`src/rtl/nebula_pkg.sv`:
```
// nebula_pkg: shared unit-select, subcode and scheduler-state types for the Nebula issue path
package nebula_pkg;
  typedef enum logic [1:0] {UNIT_ALU = 2'b00, UNIT_MEM = 2'b01, UNIT_FPU = 2'b10, UNIT_ILL = 2'b11} unit_e;
  typedef enum logic [6:0] {
    ALU_ADD = 7'd0, ALU_SUB, ALU_AND, ALU_OR, ALU_XOR, ALU_SLL, ALU_SRL, ALU_SRA, ALU_SLT, ALU_SLTU
  } alu_op_e;
  typedef enum logic [6:0] {
    MEM_LB = 7'd0, MEM_LH, MEM_LW, MEM_LBU, MEM_LHU, MEM_SB, MEM_SH, MEM_SW, MEM_FLW, MEM_FSW
  } mem_op_e;
  typedef enum logic [1:0] {ST_EMPTY = 2'd0, ST_HELD = 2'd1, ST_TRAPPED = 2'd2} sched_state_e;
endpackage

```
`src/rtl/reg_scoreboard.sv`:
```
// reg_scoreboard: 64-entry busy vector (idx[5]=FP file) with two clear ports, one set port, bypassed lookups
module reg_scoreboard (
  input  logic       clk,
  input  logic       n_rst,
  input  logic       clr0_en,
  input  logic [5:0] clr0_idx,
  input  logic       clr1_en,
  input  logic [5:0] clr1_idx,
  input  logic       set_en,
  input  logic [5:0] set_idx,
  input  logic [5:0] rs1_idx,
  input  logic [5:0] rs2_idx,
  input  logic [5:0] rs3_idx,
  input  logic [5:0] rd_idx,
  output logic       rs1_busy,
  output logic       rs2_busy,
  output logic       rs3_busy,
  output logic       rd_busy
);
  logic [63:0] busy, clr, set, eff;
  assign clr = ({63'b0, clr0_en} << clr0_idx) | ({63'b0, clr1_en} << clr1_idx);
  // index 0 is integer x0, which is never tracked
  assign set = {63'b0, set_en && set_idx != 6'd0} << set_idx;
  // lookups see this cycle's writebacks already applied
  assign eff = busy & ~clr;
  assign rs1_busy = eff[rs1_idx];
  assign rs2_busy = eff[rs2_idx];
  assign rs3_busy = eff[rs3_idx];
  assign rd_busy = eff[rd_idx];
  always_ff @(posedge clk or negedge n_rst)
    if (!n_rst) busy <= '0;
    else busy <= eff | set;
endmodule

```
`src/rtl/issue_scheduler.sv`:
```
// issue_scheduler: single-entry hazard-checked issue stage between decoder and ALU/MEM/FPU
module issue_scheduler
  import nebula_pkg::*;
#(
  parameter int BITS = 32,
  parameter int STALL_W = 16
) (
  input  logic               clk,
  input  logic               n_rst,
  input  logic               dec_valid,
  output logic               dec_ready,
  input  logic [1:0]         dec_unit,
  input  logic [6:0]         dec_op,
  input  logic [4:0]         dec_rd,
  input  logic [4:0]         dec_rs1,
  input  logic [4:0]         dec_rs2,
  input  logic [4:0]         dec_rs3,
  input  logic [2:0]         dec_reg_conf,
  input  logic               dec_rd_we,
  input  logic               dec_rd_fp,
  input  logic [2:0]         dec_rs_fp,
  input  logic [BITS-1:0]    dec_immed,
  output logic               alu_valid,
  input  logic               alu_ready,
  output logic               mem_valid,
  input  logic               mem_ready,
  output logic               fpu_valid,
  input  logic               fpu_ready,
  output logic [6:0]         iss_op,
  output logic [4:0]         iss_rd,
  output logic [4:0]         iss_rs1,
  output logic [4:0]         iss_rs2,
  output logic [4:0]         iss_rs3,
  output logic [BITS-1:0]    iss_immed,
  input  logic               wbi_valid,
  input  logic [4:0]         wbi_rd,
  input  logic               wbf_valid,
  input  logic [4:0]         wbf_rd,
  input  logic               flush,
  output logic               trap,
  output logic [STALL_W-1:0] stall_cycles
);
  sched_state_e state;
  logic [1:0] h_unit;
  logic [2:0] h_conf, h_rs_fp;
  logic h_rd_we, h_rd_fp, b1, b2, b3, bd, held, go, issue_fire, accept;
  reg_scoreboard u_sb (
    .clk(clk), .n_rst(n_rst),
    .clr0_en(wbi_valid), .clr0_idx({1'b0, wbi_rd}),
    .clr1_en(wbf_valid), .clr1_idx({1'b1, wbf_rd}),
    .set_en(issue_fire & h_rd_we), .set_idx({h_rd_fp, iss_rd}),
    .rs1_idx({h_rs_fp[0], iss_rs1}), .rs2_idx({h_rs_fp[1], iss_rs2}),
    .rs3_idx({h_rs_fp[2], iss_rs3}), .rd_idx({h_rd_fp, iss_rd}),
    .rs1_busy(b1), .rs2_busy(b2), .rs3_busy(b3), .rd_busy(bd)
  );
  assign held = state == ST_HELD;
  assign go = held & ~flush & ~((h_conf[0] & b1) | (h_conf[1] & b2) | (h_conf[2] & b3) | (h_rd_we & bd));
  assign alu_valid = go & (h_unit == UNIT_ALU);
  assign mem_valid = go & (h_unit == UNIT_MEM);
  assign fpu_valid = go & (h_unit == UNIT_FPU);
  assign issue_fire = (alu_valid & alu_ready) | (mem_valid & mem_ready) | (fpu_valid & fpu_ready);
  assign dec_ready = (state == ST_EMPTY) | issue_fire;
  // flush wins over a same-cycle accept
  assign accept = dec_valid & dec_ready & ~flush;
  always_ff @(posedge clk or negedge n_rst)
    if (!n_rst) begin
      state <= ST_EMPTY;
      trap <= 1'b0;
      stall_cycles <= '0;
      {h_unit, h_conf, h_rs_fp, h_rd_we, h_rd_fp} <= '0;
      {iss_op, iss_rd, iss_rs1, iss_rs2, iss_rs3, iss_immed} <= '0;
    end else begin
      state <= flush ? ST_EMPTY : accept ? (dec_unit == UNIT_ILL ? ST_TRAPPED : ST_HELD) : issue_fire ? ST_EMPTY : state;
      trap <= accept & (dec_unit == UNIT_ILL);
      if (held && !issue_fire && !(&stall_cycles)) stall_cycles <= stall_cycles + STALL_W'(1);
      if (accept && dec_unit != UNIT_ILL) begin
        {h_unit, h_conf, h_rs_fp, h_rd_we, h_rd_fp} <= {dec_unit, dec_reg_conf, dec_rs_fp, dec_rd_we, dec_rd_fp};
        {iss_op, iss_rd, iss_rs1, iss_rs2, iss_rs3, iss_immed} <= {dec_op, dec_rd, dec_rs1, dec_rs2, dec_rs3, dec_immed};
      end
    end
endmodule

```
`config.mk`:
```
export PLATFORM = sky130hd
export DESIGN_NAME = issue_scheduler
export DESIGN_NICKNAME = d
export VERILOG_FILES = /design/src/rtl/nebula_pkg.sv /design/src/rtl/reg_scoreboard.sv /design/src/rtl/issue_scheduler.sv
export SDC_FILE = /design/constraint.sdc
export NUM_CORES = 1
export LEC_CHECK = 0
export CORE_MARGIN = 2
export CORE_UTILIZATION = 45
export DETAILED_ROUTE_END_ITERATION = 6
export DONT_BUFFER_PORTS = 1
export GPL_TIMING_DRIVEN = 0
export SLEW_MARGIN = 20
export SYNTH_ARGS = -nofsm -noshare
export SYNTH_HDL_FRONTEND = slang
export SYNTH_SLANG_ARGS = --single-unit
```
`constraint.sdc`:
```
create_clock -name clk -period 3.7 [get_ports clk]
set_clock_uncertainty 0.2 [all_clocks]
set_input_delay 0.37 -clock clk [delete_from_list [all_inputs] [get_ports clk]]
set_output_delay 0.37 -clock clk [all_outputs]
set_load 0.02 [all_outputs]
```
==> run summary <==
Outcome -> finished with violations
Failing checks -> hold timing, setup timing
Per-cell routed wire length -> 27.8 µm
Post-synth EDFFs -> 0
Top routing layer in use -> met5
Gr usage total -> 0.331
Vias -> 8780
Area of the mapped netlist -> 9040 µm²
Mean Syn Cell Area -> 10.2 µm²
Max_cap viols -> 0
Max VDD drop -> 0.448 mV
Ranking of synthesized cells by area -> dfrtp_1 (42%), mux2_2 (6.0%), o31ai_1 (5.4%), o21ai_0 (4.1%), mux4_2 (4.0%)
Port Buffers -> 0
P per Cell Area -> 725 nW/µm²
TritonCTS Sinks -> 152
RSZ-0062 raised after global routing -> yes
Flops & latches, synth -> 152
Layout Nets -> 1093
Initial Util -> 0.462
Post-synth cell types -> 69
Hold Vio Cnt, Final -> 152
Worst hold slack -> -0.570 ns
Final Max Tran Viols -> 0
Pre-CTS setup slack -> -1.40 ns
Sequential cell area fraction in the yosys report -> 0.421
Top-count cell post-synth -> dfrtp_1
Post-route insts no fill -> 1283
Grt total ovfl -> 0
Actual slew at the worst max-slew pin -> 1.03 ns
Clock transition at path regs -> 0.07 ns
Initial antenna violation count -> 1
Layout cell share with drive strength beyond 1 -> 0.258
Crit path required time -> 3.13 ns
Clock latency at the later pin of the worst-skew pair -> 0.44 ns
CTS Buf Count -> 17
Syn-to-layout area delta -> 27.8%
Total wire length -> 35.7 mm
Core Area -> 19600 µm²
Met2 Routed Length -> 15.6 mm
1st-pass router iterations -> 6
Final worst path period share -> 1.08
Met1 Wirelength -> 13.9 mm
Root Driver -> clkbuf_16
HPWL after detailed placement -> 24.1 mm
# IOs -> 168
Die height -> 146 µm
Synthesized instance count -> 888
Worst-path maximum fanout -> 8
CP endpoint kind -> output pin
# DRC -> 0
GPL Wtd Cong -> 1.03
Die width -> 146 µm
Post-Syn Nets -> 977
Top post-synthesis cells by count -> dfrtp_1 (152), o21ai_0 (74), o31ai_1 (65)
Vias in the first global route -> 8640
Length of routed met3 wiring -> 4.54 mm
Critical path class -> input pin to output pin
Placed Cells -> 1153
Worst min path class -> input pin to async pin
# H-tree levels -> 4
Placement Rows -> 51
Post-synth top flop -> dfrtp_1
F_max -> 251 MHz
Fraction of registers with async set/reset -> 1.00
Tmin final -> 3.98 ns
Die Area -> 21300 µm²
Final setup viols -> 37
Total negative setup slack -> -2.86 ns
Post-route cell area -> 11600 µm²
Via density -> 6.84
Detail Route Antenna Nets -> 0
Setup WS post-layout -> -0.282 ns
Yosys warning total -> 0
Placed cell area -> 9390 µm²
Largest area contributor in the synthesized netlist -> dfrtp_1
TritonCTS clock tree -> yes
First-pass GRT wire length -> 53.5 mm
Max-slew headroom -> 0.303
LEAKAGE -> 4.45 nW
Worst Path Arrival -> 3.41 ns
Area share of the largest cell type after synthesis -> 0.421
Detailed Route Iter0 Violations -> 1241
Startpoint types -> input pin
Largest net degree at the start of global routing -> 153
CTS max path bufs -> 2
Hold buffer count at CTS -> 72
==> path summary, 6_finish.rpt <==
check | startpoint | end | slack, ns | cells after the start
min in group clk | dec_unit[0] | h_unit[0]$_DFFE_PN0N_ | 0.04 | 3
max in group asynchronous | n_rst | iss_rd[1]$_DFFE_PN0N_ | 3.61 | 0
min reg2reg | h_conf[2]$_DFFE_PN0N_ | h_conf[2]$_DFFE_PN0N_ | 0.36 | 1
max reg2reg | iss_rs2[1]$_DFFE_PN0N_ | iss_immed[30]$_DFFE_PN0N_ | 0.02 | 15
min | n_rst | u_sb.busy[30]$_DFF_PN0_ | -0.57 | 0
max | wbf_rd[0] | alu_valid | -0.28 | 13
==> logic make-up (layout without fill, tap and decap cells) <==
logic type / Yosys count / in the layout / synth area share
flops: 152 / 152 / 0.421
xor+xnor: 13 / 13 / 0.0126
other cells: 0 / 1 / 0
fa+ha+maj: 1 / 1 / 0.00138
mux: 127 / 127 / 0.173
compound gates: 260 / 260 / 0.196
buf+inv: 79 / 208 / 0.0371
simple gates: 256 / 256 / 0.159
==> power by group <==
| part | total (mW) | switching [mW] | internal (mW) |
|---|---|---|---|
| clock | 1.78 | 0.803 | 0.976 |
| combinational | 3.54 | 2.12 | 1.41 |
| sequential | 3.06 | 0.916 | 2.14 |
| total | 8.37 | 3.84 | 4.53 |
==> state kept, by name, summed over array words and instances, names as in the netlist, 5 cells and up <==
signal	cells
u_sb.busy	64
iss_immed	32
stall_cycles	16
iss_op	7
iss_rd	5
iss_rs1	5
iss_rs2	5
iss_rs3	5
==> what timing repair did <==
action / CTS / global route
resized for setup: 182 / 83
pin swaps: 16 / 11
cloned: 0 / 1
buffers inserted: 17 / 8
endpoints found under the hold margin: 223 / 152
setup endpoints to repair: 155 / 108
==> metrics by stage <==
step            util  hold slack [ns]  total power [mW]
2_1_floorplan      -           -0.126              4.93
3_3_place_gp   0.479           -0.119              5.85
3_5_place_dp   0.479           -0.116              5.86
4_1_cts        0.578           -0.585              8.06
5_1_grt        0.590           -0.587              8.69
6_report       0.590           -0.570              8.37
==> layer usage <==
layer | global-route usage | up-vias
met2 | 0.496 | 672
met1 | 0.442 | 4273
met4 | 0.156 | 2
li1 | - | 3700
met5 | 0 | -
met3 | 0.0969 | 133
==> critical path: stages <==
cell and delay (ns):
nand4b_1 0.30, o21ai_0 0.81, mux2i_1 0.15, and3_1 0.25
a2111oi_2 0.32, a311o_1 0.18, nand4_1 0.12, buf_6 0.16
nor3_4 0.15, buf_6 0.13, buf_8 0.09, buf_6 0.09
nor3b_4 0.29
==> layout make-up <==
| type | instances | area [µm²] |
|---|---|---|
| Clock inverter | 14 | 156 |
| Buffer | 61 | 462 |
| Sequential cell | 152 | 3820 |
| Clock buffer | 18 | 439 |
| Timing Repair Buffer | 98 | 941 |
| Tap cell | 265 | 332 |
| Multi-Input combinational cell | 657 | 5330 |
| Antenna cell | 1 | 2.50 |
| Inverter | 17 | 73.8 |
| Fill cell | 1689 | 8030 |
==> cells in the final DEF, fill, tap and decap left out, drive strengths merged, types with 11 or more instances in the layout <==
cell type,instances
nand3,31
nor2,37
o211ai,12
mux2i,35
nand2,53
clkbuf,45
a211oi,11
nand4,18
a21oi,14
dfrtp,152
o22ai,16
buf,60
o21ai,78
xor2,11
dlygate4sd3,72
nand2b,15
mux2,76
inv,25
o31ai,65
mux4,16
nor3,14
nor2b,18
Note: power is estimated with default switching activity, not from simulation.
